**src/rtl/instruction_fetcher.sv**
```systemverilog
// Instruction fetch stage with a direct-mapped instruction cache in front of
// the shared program-memory port; one instruction per scheduler FETCH phase.
module instruction_fetcher #(
    parameter int PROGRAM_ADDR_BITS = 8,
    parameter int PROGRAM_DATA_BITS = 16,
    parameter int CACHE_LINES       = 8
) (
    input  logic                         clk,
    input  logic                         reset,
    input  logic [2:0]                   core_state,
    input  logic [PROGRAM_ADDR_BITS-1:0] fetch_pc,
    input  logic                         flush,
    output logic [2:0]                   fetcher_state,
    output logic [PROGRAM_DATA_BITS-1:0] instruction,
    output logic                         mem_read_valid,
    output logic [PROGRAM_ADDR_BITS-1:0] mem_read_address,
    input  logic                         mem_read_ready,
    input  logic [PROGRAM_DATA_BITS-1:0] mem_read_data,
    output logic [15:0]                  hit_count,
    output logic [15:0]                  miss_count
);

    localparam int IDX_BITS = $clog2(CACHE_LINES);
    localparam int TAG_BITS = PROGRAM_ADDR_BITS - IDX_BITS;
    localparam logic [2:0] CORE_FETCH  = 3'b001;
    localparam logic [2:0] CORE_DECODE = 3'b010;

    typedef enum logic [2:0] {
        IDLE     = 3'b000,
        FETCHING = 3'b001,
        FETCHED  = 3'b010
    } state_e;

    state_e                         state_q, state_d;
    logic [PROGRAM_DATA_BITS-1:0]   instr_q, instr_d;
    logic                           req_q, req_d;
    logic [PROGRAM_ADDR_BITS-1:0]   addr_q, addr_d;
    logic [15:0]                    hits_q, hits_d;
    logic [15:0]                    misses_q, misses_d;
    logic [CACHE_LINES-1:0]         valid_q, valid_d;

    logic [TAG_BITS-1:0]            tag_mem  [CACHE_LINES];
    logic [PROGRAM_DATA_BITS-1:0]   data_mem [CACHE_LINES];

    logic [IDX_BITS-1:0]            lookup_idx, fill_idx;
    logic [TAG_BITS-1:0]            lookup_tag, fill_tag;
    logic                           lookup_hit, start, fill;

    assign lookup_idx = fetch_pc[IDX_BITS-1:0];
    assign lookup_tag = fetch_pc[PROGRAM_ADDR_BITS-1:IDX_BITS];
    // Fill side uses the registered request address, never the live PC.
    assign fill_idx   = addr_q[IDX_BITS-1:0];
    assign fill_tag   = addr_q[PROGRAM_ADDR_BITS-1:IDX_BITS];
    assign lookup_hit = valid_q[lookup_idx] && (tag_mem[lookup_idx] == lookup_tag);
    assign start      = (state_q == IDLE) && (core_state == CORE_FETCH);
    assign fill       = (state_q == FETCHING) && mem_read_ready;

    always_ff @(posedge clk or negedge reset) begin
        if (!reset) begin
            state_q  <= IDLE;
            instr_q  <= '0;
            req_q    <= 1'b0;
            addr_q   <= '0;
            hits_q   <= '0;
            misses_q <= '0;
            valid_q  <= '0;
        end else begin
            state_q  <= state_d;
            instr_q  <= instr_d;
            req_q    <= req_d;
            addr_q   <= addr_d;
            hits_q   <= hits_d;
            misses_q <= misses_d;
            valid_q  <= valid_d;
        end
    end

    always_ff @(posedge clk) begin
        if (fill) begin
            tag_mem[fill_idx]  <= fill_tag;
            data_mem[fill_idx] <= mem_read_data;
        end
    end

    always_comb begin
        state_d = state_q;
        case (state_q)
            IDLE:     if (core_state == CORE_FETCH) state_d = lookup_hit ? FETCHED : FETCHING;
            FETCHING: if (mem_read_ready) state_d = FETCHED;
            FETCHED:  if (core_state == CORE_DECODE) state_d = IDLE;
            default:  state_d = IDLE;
        endcase
    end

    always_comb begin
        instr_d  = instr_q;
        req_d    = req_q;
        addr_d   = addr_q;
        hits_d   = hits_q;
        misses_d = misses_q;
        valid_d  = valid_q;
        if (start && lookup_hit) begin
            instr_d = data_mem[lookup_idx];
            hits_d  = (hits_q == 16'hFFFF) ? hits_q : hits_q + 16'd1;
        end
        if (start && !lookup_hit) begin
            req_d    = 1'b1;
            addr_d   = fetch_pc;
            misses_d = (misses_q == 16'hFFFF) ? misses_q : misses_q + 16'd1;
        end
        if (fill) begin
            instr_d           = mem_read_data;
            req_d             = 1'b0;
            valid_d[fill_idx] = 1'b1;
        end
        // Flush overrides a same-cycle fill; the lookup above already used old valids.
        if (flush) valid_d = '0;
    end

    always_comb begin
        fetcher_state    = state_q;
        instruction      = instr_q;
        mem_read_valid   = req_q;
        mem_read_address = addr_q;
        hit_count        = hits_q;
        miss_count       = misses_q;
    end

endmodule

```
**config.mk**
```make
export PLATFORM = sky130hd
export DESIGN_NAME = instruction_fetcher
export DESIGN_NICKNAME = d
export VERILOG_FILES = /design/src/rtl/instruction_fetcher.sv
export SDC_FILE = /design/constraint.sdc
export NUM_CORES = 1
export LEC_CHECK = 0
export ABC_CLOCK_PERIOD_IN_PS = 7200
export CAP_MARGIN = 20
export CORE_AREA = 2 2 151 153
export DETAILED_ROUTE_END_ITERATION = 12
export DIE_AREA = 0 0 153 155
export SETUP_SLACK_MARGIN = 0.1
export SKIP_CTS_REPAIR_TIMING = 1
export SLEW_MARGIN = 20
export SYNTH_ARGS = -nofsm -noshare
export SYNTH_HDL_FRONTEND = slang
export SYNTH_SLANG_ARGS = --single-unit
```
**constraint.sdc**
```tcl
create_clock -name clk -period 7.2 [get_ports clk]
set_input_delay 0.72 -clock clk [delete_from_list [all_inputs] [get_ports clk]]
set_output_delay 0.72 -clock clk [all_outputs]
set_load 0.01 [all_outputs]
```
Word level (Yosys, flattened, before mapping)
Memory sizes are Yosys's and may differ from the RTL's.
Cells that the tools add are included.
- register bits after elaboration: 68
- bits in latches: 0
- bits in writable memories: 168
- memory bits (read-only): 0
- input port bits: 31
- output and inout bits: 60
- word-level logic and storage cells: 58
- memories: 2
- memories (memory ; depth ; bits a word ; read ports ; clocked after Yosys merged registers in ; wr ports ; RTL line ; text):
    data_mem ; 8 ; 16 ; 1 ; 0 ; 1 ; 43 ; logic [PROGRAM_DATA_BITS-1:0] data_mem [CACHE_LINES];
    tag_mem ; 8 ; 5 ; 1 ; 0 ; 1 ; 42 ; logic [TAG_BITS-1:0] tag_mem [CACHE_LINES];
- $add $sub $neg: 2
- $mul: 0
- div/mod/pow operators: 0
- $lt $le $gt $ge: 3
- eq/ne operators: 10
- shift-type cells: 0
- muxes and demuxes: 17
- bitwise operators: 3
- reductions and logical operators: 14
- operators with widths (kind ; number):
    16-bit by 1-bit adder with 16-bit output, second input constant ; 2
    16-bit equality test, second input constant ; 2
    16-bit two-way mux ; 2
    8-bit two-way mux ; 2
    3-bit two-way mux ; 3
    3-bit case mux with 3 select lines ; 1
    3-bit by 4-bit less-than comparator with 1-bit output, second input constant ; 2
    8-bit OR ; 1
    3-bit by 1-bit equality test with 1-bit output, second input constant ; 2
    3-bit by 2-bit equality test with 1-bit output, second input constant ; 2
    1-bit logical AND ; 6
    1-bit two-way mux ; 6
    2-bit nonzero test ; 3
    5-bit equality test ; 1
    2-bit inequality test, second input constant ; 2
    2-bit AND reduction ; 2
    1-bit binary-select mux with 3-bit select ; 1
    1-bit demux with 3-bit select ; 1
    3-bit by 1-bit greater-or-equal comparator with 1-bit output, second input constant ; 1
    3-bit zero test ; 1
    3-bit AND reduction ; 1
    2-bit two-way mux ; 1
    2-bit by 1-bit inequality test with 1-bit output, second input constant ; 1
    1-bit NOT ; 2
    1-bit zero test ; 1

Longest topological paths before layout
Gate-level depths: netlist (run 1).
- depth after elaboration: 7
- mapped depth: 11
- mapped depth without buffers: 6

Worst setup path before layout (run 1)
OpenSTA, ideal clock, no wires.
- kind: input -> register
- start point: input port mem_read_ready
- end point: memory data_mem[2][0] (enable)
- library setup time: 464 ps
- data arrival time: 3352 ps
- data required time: 6736 ps
- setup slack: 3384 ps
- cell stages on the path: 3
- path buffers: 0
- cells stage by stage: clkinv_1 -> or2_1 -> nor4b_1
- word-level cells in the longest chain between the ends: 3
- ends and longest elaborated chain (what ; RTL line ; text):
    start, declared ; 17 ; input logic mem_read_ready,
    1-bit logical AND ; 56 ; assign fill = (state_q == FETCHING) && mem_read_ready;
    1-bit two-way mux ; 79 ; if (fill) begin
    1-bit two-way mux (not written as such) ; 81 ; data_mem[fill_idx] <= mem_read_data;
    end, declared ; 43 ;
Every way passes these cells.

Worst setup path after layout (run 1)
- start point: input port fetch_pc[1]
- end point: register addr_q[1] (netlist: mem_read_address[1])
- word-level cells in the longest chain between the ends: 5
- elaborated cells on any way between the ends: 7
- classes of those cells: 1 x eq/ne; 2 x mux; 3 x reduce/logical; 1 x memory
- ends and longest elaborated chain (what ; RTL line ; text):
    start, declared ; 11 ; input logic [PROGRAM_ADDR_BITS-1:0] fetch_pc,
    memory read 8 x 5 bit or 1-bit binary-select mux with 3-bit select (tied branches) ; -- ;
    5-bit equality test or 1-bit two-way mux (tied branches) ; 54 ; assign lookup_hit = valid_q[lookup_idx] && (tag_mem[lookup_idx] == lookup_tag);
    1-bit logical AND ; 54 ;
    1-bit zero test ; 106 ; if (start && !lookup_hit) begin
    1-bit logical AND ; 106 ;
    end signal, assigned ; 71 ; addr_q <= addr_d;
    end, declared ; 37 ; logic [PROGRAM_ADDR_BITS-1:0] addr_q, addr_d;
Several ways; a longest one is shown, not always the timed one. The select of a mux whose other input is x is not followed.
A chain may end at the register's enable or synchronous reset.

==> flow_summary.toml, run 1 <==
[floorplanning]
start_util_pct = 44.0
die_width_um = 153
rows = 55
die_y_um = 155
core_area_um2 = 22200
die_area_um2 = 23700
pin_count = 91

[synthesis]
synth_cell_type_count = 51
synth_xor_area_share_pct = 3.03
async_reset_ff_share_pct = 28.5
synth_top_family_by_area = "multiplexers"
synthFlopType = "edfxtp_1"
synthMuxAreaShare_pct = 14.2
syn-num-nets = 599
synth_warnings = 0
synth_compound_area_share_pct = 3.88
syn_area_per_cell_um2 = 17.3
yosys.area_share.adder_pct = 0.256
synth-edff-count = 168
synth-simple-area-share_pct = 7.49
synthesis.area_um2 = 9770
yosysSeqAreaShare_pct = 68.8
syn_inst = 566
yosys_register_bits = 235

[sta]
final_hold_viol_count = 0
setup_viol = 0
slew-limit-headroom_pct = 34.1
period_needed_ns = 3.87
fmax_ghz = 0.258
fin_worst_skew_ns = 0.0200
worst_pin_slew_ns = 0.989
rsz0062_at_grt = "no"
final_max_slew_viol_count = 0
setup_tns_ns = 0
post-route-period-util_pct = 53.8

[hold_path]
min_path_type = "primary input to async pin"

[setup_path]
cp_max_fo = 25
cp_common_cell = "buf_4"
cp.required_ns = 7.61
cp-end-kind = "register"
cpPeakStageDelay_ns = 0.56
slowest_stage = "mux4_2"
path_class = "primary input to register"
start_kind = "primary input"
crit_arrival_ns = 4.28
crit_path_cell_trace = "buf_2 > buf_4 > mux4_2 > xor2_1 > nand4_2 > buf_4 > o21ai_4 > mux2_1"

[clock_tree]
htree_levels = 1
cts_tree = "yes"
cts_buffer_depth = 3
clk_pin_slew_worst_paths_ns = 0.06
clock-sinks = 235
cts-buffers-inserted = 25
worst_skew_pair.late_latency_ns = 0.53
root_buffer = "clkbuf_16"

[finish]
area_growth_pct = 20.2
fillCellCount = 1806
layout-drive-gt1-share_pct = 18.1
fin_util_pct = 52.9
num_antenna_cells = 0
regArea_um2 = 6720
multi_input_area_um2 = 2890
layout.nets = 700
final_common_cell = "edfxtp_1"
final_cell_mix = "edfxtp_1 (168), clkdlybuf4s50_1 (86), dfrtp_1 (67)"

[place]
place_congestion = 0.779
place_hpwl_mm = 13.2
io_buffers = 89

[routing]
dr.pass1.iters = 5
detail-route-antenna-nets = 0
routedWlPerCell_um = 22.1
routed_wl_mm = 21.5
vias = 5392
viasPerCell = 5.55
drt_iter0_drc = 251
drc = 0

[power_and_ir_drop]
powerDensity_nw_per_um2 = 290
leakage_uw = 0.00422
peakVddDrop_uv = 194
p_total_uw = 3400

[status]
status = "completed"

[global_routing]
grt_first_pass_wirelength_mm = 33.8
grt_overflow = 0
antenna_found_initial = 0
grt_max_degree = 68
grt_pass1_vias = 5780
grtUsageTotal_pct = 18.3

[run]
drv_cap = 0
==> flip-flops by register name (all words and copies together) (netlist names) <==
register / cells
valid_q: 8
fetcher_state: 2
instruction: 16
miss_count: 16
mem_read_valid: 1
tag_mem: 40
hit_count: 16
mem_read_address: 8
data_mem: 128
==> critical path, delay by kind of cell <==
family          cells  cell delay (ns)
buf+inv             3             1.41
xor+xnor            1             0.20
simple gates        1             0.56
compound gates      1             0.39
mux                 2             0.93
==> kinds of logic (layout without fill, tap and decap cells) <==
kind of cell | count (synthesis) | count (layout)
flip-flops | 235 | 235
AND/OR/NAND/NOR | 125 | 125
multiplexers | 88 | 88
AO/OA/AOI/OAI | 46 | 46
buffers and inverters | 36 | 156
XOR/XNOR | 33 | 33
adder cells (fa/ha/maj) | 2 | 2
other | 1 | 1
==> synth_stat cells, drive strengths merged (2+ instances only) <==
cell	n	share of area, %
edfxtp	168	52
dfrtp	67	17
mux4	39	9.0
mux2i	30	3.1
nor3	22	1.3
buf	20	1.7
xor2	20	1.9
mux2	19	2.2
nand2	19	0.76
nor2	17	0.65
nor4	14	1.2
xnor2	13	1.2
a21oi	11	0.64
and2	11	0.70
clkbuf	11	0.42
and3	10	0.64
a311o	8	0.82
nand3	8	0.41
nand4	8	0.58
and4	7	0.63
o2111ai	7	0.63
o31ai	5	0.38
inv	4	0.15
nand2b	3	0.19
o211ai	3	0.23
o21ai	3	0.27
a211oi	2	0.26
a221o	2	0.20
ha	2	0.26
nor3b	2	0.15
o21ba	2	0.20
==> routing by layer <==
metal | GRT usage, % | up-vias | share of wire, %
li1 | - | 2445 | -
met1 | 25.0 | 2788 | 45
met2 | 31.3 | 131 | 49
met3 | 3.09 | 28 | 3.9
met4 | 4.19 | 0 | 1.8
met5 | 0 | - | 0
==> metrics by stage <==
step	setup WS, ns	instances	hold slack (ns)	area [µm²]
floorplan	3.38	566	0.424	9770
global placement	2.79	925	0.472	11000
detailed placement	2.76	925	0.486	11000
CTS	3.33	971	0.353	11700
global route	3.17	971	0.385	11800
finish	3.33	971	0.339	11800
==> area by class of cell <==
cell class / count / share of cell area [%]
clock buffers: 40 / 6.14
well taps: 285 / 3.03
inverters: 5 / 0.160
repair buffers: 105 / 8.52
flip-flops and latches: 235 / 57.2
multi-input cells: 295 / 24.6
clock inverters: 6 / 0.383
==> path summary, 6_finish.rpt <==
path	from	to	slack (ns)	cells past startpoint
min reg2reg	hit_count[9]	hit_count[9]	0.49	1
max reg2reg	tag_mem[7][3]	mem_read_address[1]	4.12	7
max in group asynchronous	reset	hit_count[5]	6.27	1
min in group clk	hit_count[9]	hit_count[9]	0.49	1
min	reset	valid_q[6]	0.34	1
max	fetch_pc[1]	mem_read_address[1]	3.33	8
==> power breakdown <==
group          internal [µW]  switching [µW]
Clock                    689             507
Sequential              1600             128
Combinational            265             216
(Power assumes the default switching activity.)
==> inputs of run 2 (changes only) <==
Settings changed: ABC_CLOCK_PERIOD_IN_PS 7200 to 3500, PLACE_DENSITY from default to 0.67.
Clock period 7.2 ns to 3.5 ns, I/O delays scaled along.
==> run 2 against run 1 <==
Effect of this change: the flow now finishes with violations (hold timing); total power is 110% higher; wire length is 1.8% lower; clock power is 100% higher; via count is 1.1% higher; global-route usage is 0.42 points lower; flip-flop and latch count stayed put; first-iteration DRC count is 4.4% lower; core utilization is 0.37 points higher; count of clock-buffer cells in the layout is 10 lower; die area stayed put; highest routed layer unchanged.
==> flow_summary.toml, run 2 (synthesis results as in run 1) <==
[place]
place_hpwl_mm = 13.3
place_area_um2 = 11100
io_buffers = 89
place_congestion = 0.795
dp_worst_setup_slack_ns = 0.320

[floorplanning]
rows = 55
core_area_um2 = 22200
pin_count = 91
start_util_pct = 44.0
die_area_um2 = 23700
die_y_um = 155
die_width_um = 153

[finish]
fillCellCount = 1799
reg_top3 = "data_mem x128, tag_mem x40"
area_growth_pct = 21.0
num_antenna_cells = 0
final_common_cell = "edfxtp_1"
final_cell_mix = "edfxtp_1 (168), clkdlybuf4s50_1 (86), dfrtp_1 (67)"
layout-drive-gt1-share_pct = 19.9
fin_util_pct = 53.2
stdcell_area_um2 = 11800
largest-register = "data_mem"
layout.nets = 709
largest_register_ffs = 128

[routing]
detail-route-antenna-nets = 0
drc = 0
vias = 5449
viasPerCell = 5.56
drt_iter0_drc = 240
routedWlPerCell_um = 21.5
routed_wl_mm = 21.1
dr.pass1.iters = 4

[sta]
whs_ns = -0.0252
fin_worst_skew_ns = 0.00813
setup_tns_ns = 0
period_needed_ns = 2.62
final_hold_viol_count = 19
rsz0062_at_grt = "no"
timing.final.ws_setup_ns = 0.882
worst_pin_slew_ns = 0.969
setup_viol = 0
slew-limit-headroom_pct = 35.4
final_max_slew_viol_count = 0
fmax_ghz = 0.382
post-route-period-util_pct = 74.8

[setup_path]
cp.required_ns = 3.90
cpPeakStageDelay_ns = 0.63
slowest_stage = "and4_1"
critical-path-top-delay-family = "simple AND/OR/NAND/NOR gates"
crit_buf_inv = 2
cp_max_fo = 12
path_class = "primary input to register"
start_kind = "primary input"
cp-end-kind = "register"
crit_arrival_ns = 3.02
crit_path_cell_trace = "clkdlybuf4s50_1 > buf_4 > mux4_2 > xor2_1 > and4_1 > nand2_2 > a311o_1"

[power_and_ir_drop]
leakage_uw = 0.00428
p_total_uw = 7020
peakVddDrop_uv = 429
powerDensity_nw_per_um2 = 593

[global_routing]
grt_overflow = 0
grt_max_degree = 42
grt_pass1_vias = 5715
grt_first_pass_wirelength_mm = 33.0
grtUsageTotal_pct = 17.9
antenna_found_initial = 0

[clock_tree]
clk_pin_slew_worst_paths_ns = 0.06
root_buffer = "clkbuf_16"
cts-buffers-inserted = 25
htree_levels = 1
cts_tree = "yes"
clock-sinks = 235
cts_buffer_depth = 3
worst_skew_pair.late_latency_ns = 0.52

[status]
status = "complete, but fails checks"
violations = "hold timing"

[run]
drv_cap = 0

[hold_path]
min_path_type = "primary input to async pin"
[run 2: power by group]
part | total (µW) | internal, µW | switching (µW)
sequential | 3580 | 3290 | 291
combinational | 995 | 552 | 442
clock | 2440 | 1390 | 1050
[run 2: stage by stage]
stage | hold WS [ns] | cells
final | -0.0252 | 980
after global routing | 0.0482 | 980
after CTS | 0.00627 | 980
after detailed placement | 0.486 | 934
after global placement | 0.472 | 934
after floorplan | 0.0544 | 566
[run 2: metal layers]
layer	up-vias	track usage, %	share of wire, %
met5	-	0	0
met4	0	4.94	1.8
met3	31	2.87	7.3
met2	190	29.7	48
met1	2768	24.9	43
li1	2460	-	-
[run 2: cell type report]
class	instances	area (µm²)	area share [%]
flip-flops and latches	235	6720	56.8
multi-input cells	295	2890	24.4
repair buffers	114	1090	9.22
clock buffers	30	644	5.45
well taps	285	357	3.01
clock inverters	16	110	0.931
inverters	5	18.8	0.159
[run 2: final timing paths]
kind | startpoint | slack [ns] | depth (start not counted) | endpoint
setup / recovery | fetch_pc[2] | 0.88 | 7 | instruction[15]
hold / removal | reset | -0.03 | 1 | miss_count[6]
min in group clk | fetch_pc[1] | 0.47 | 2 | mem_read_address[1]
max in group asynchronous | reset | 2.53 | 2 | valid_q[6]
setup reg to reg | tag_mem[1][3] | 0.93 | 6 | instruction[15]
hold reg to reg | hit_count[12] | 0.50 | 1 | hit_count[12]
==> inputs of run 3 (changes only) <==
Settings changed: ABC_CLOCK_PERIOD_IN_PS 3500 to 2600, PLACE_DENSITY 0.67 to default.
Clock period 3.5 ns to 2.6 ns, I/O delays scaled along.
==> run 3 against run 2 <==
Effect of this change: the run now ends clean; setup slack worse by 0.55 ns; cell area up 3.2%; critical path depth up 1; critical path type is now register to register; total power up 38%; global-route usage up 0.69 points; core utilization up 1.7 points.
==> flow_summary.toml, run 3 (synthesis results as in run 1) <==
[setup_path]
crit_arrival_ns = 2.72
cp_num_cells = 8
r2r_cells = 8
start_kind = "register"
r2r_start = "tag_mem[6][3]"
cp_max_fo = 7
crit_buf_inv = 2
cp-endpoint = "hit_count[6]"
critical-path-top-delay-family = "multiplexers"
rr_endpoint = "hit_count[6]"
reg2reg_slack_ns = 0.34
cpPeakStageDelay_ns = 0.48
cp-end-kind = "register"
cp.required_ns = 3.05
path_class = "register to register"
crit_path_cell_trace = "mux2i_1 > mux4_2 > xor2_1 > nand4_2 > buf_4 > buf_4 > nor4_2 > xor2_1"
slowest_stage = "mux4_2"
crit_start = "tag_mem[6][3]"

[sta]
setup_viol = 0
worst_pin_slew_ns = 0.925
fin_worst_skew_ns = 0.0153
whs_ns = 0.338
rsz0062_at_grt = "no"
slew-limit-headroom_pct = 38.3
fmax_ghz = 0.442
final_hold_viol_count = 0
period_needed_ns = 2.26
final_max_slew_viol_count = 0
timing.final.ws_setup_ns = 0.335
setup_tns_ns = 0
post-route-period-util_pct = 87.1

[floorplanning]
pin_count = 91
die_y_um = 155
rows = 55
start_util_pct = 44.0
core_area_um2 = 22200
die_width_um = 153
die_area_um2 = 23700

[place]
io_buffers = 89
post-place-cells = 965
place_hpwl_mm = 14.4
dp_worst_setup_slack_ns = -0.132
place_congestion = 0.796

[routing]
routedWlPerCell_um = 21.2
detail-route-antenna-nets = 0
viasPerCell = 5.51
routed_wl_mm = 21.5
dr.pass1.iters = 4
drc = 0
drt_iter0_drc = 277
vias = 5579

[global_routing]
grt_pass1_vias = 5940
grt_overflow = 0
grt_first_pass_wirelength_mm = 34.1
grt_max_degree = 68
antenna_found_initial = 0
grtUsageTotal_pct = 18.6

[finish]
num_antenna_cells = 0
layout.cells.non_filler = 1012
layout-drive-gt1-share_pct = 23.2
largest-register = "data_mem"
layout.nets = 741
area_growth_pct = 24.9
final_common_cell = "edfxtp_1"
reg_top3 = "data_mem x128, tag_mem x40"
final_cell_mix = "edfxtp_1 (168), clkdlybuf4s50_1 (86), dfrtp_1 (67)"
largest_register_ffs = 128

[run]
drv_cap = 0

[clock_tree]
cts_tree = "yes"
htree_levels = 1
clock-sinks = 235
cts_buffer_depth = 3
worst_skew_pair.late_latency_ns = 0.53
clk_pin_slew_worst_paths_ns = 0.06
cts-buffers-inserted = 25
root_buffer = "clkbuf_16"

[power_and_ir_drop]
peakVddDrop_uv = 638
powerDensity_nw_per_um2 = 792
leakage_uw = 0.00450

[hold_path]
min-delay-start = "mem_read_ready"
min_path_type = "primary input to register"

[status]
status = "completed"
## run 3: where the power goes
group / internal (µW) / switching [µW] / total [µW]
Combinational: 790 / 611 / 1400
Sequential: 4430 / 381 / 4810
Clock: 2050 / 1420 / 3470
## run 3: worst min-delay path by stage
stage | end | slack, ns | cells past startpoint
final | fetcher_state[0] | 0.34 | 2
after global placement | miss_count[3] | 0.45 | 1
after floorplan | fetcher_state[0] | -0.04 | 0
after global routing | fetcher_state[0] | 0.36 | 2
after CTS | hit_count[8] | -0.09 | 1
after detailed placement | miss_count[2] | 0.46 | 1
## run 3: area by class of cell
cell class | instances | area, µm²
inverter | 5 | 18.8
sequential | 235 | 6720
fill | 1768 | 10000
tap | 285 | 357
multi-input combinational | 295 | 2920
clock buffer | 32 | 682
timing repair buffer | 146 | 1390
clock inverter | 14 | 125
## run 3: through the flow
stage | util [%] | total power [µW] | area [µm²]
final | 54.9 | 9680 | 12200
after global routing | 54.9 | 10100 | 12200
after CTS | 54.9 | 9790 | 12200
after detailed placement | 51.3 | 6300 | 11400
after global placement | 51.3 | 6260 | 11400
after floorplan | - | 5370 | 9810
## run 3: metal layers
metal	vias to the layer above	track usage, %	share of wire, %
li1	2524	-	-
met1	2894	25.3	45
met2	132	31.9	50
met3	29	2.81	3.9
met4	0	4.45	1.6
met5	-	0	0
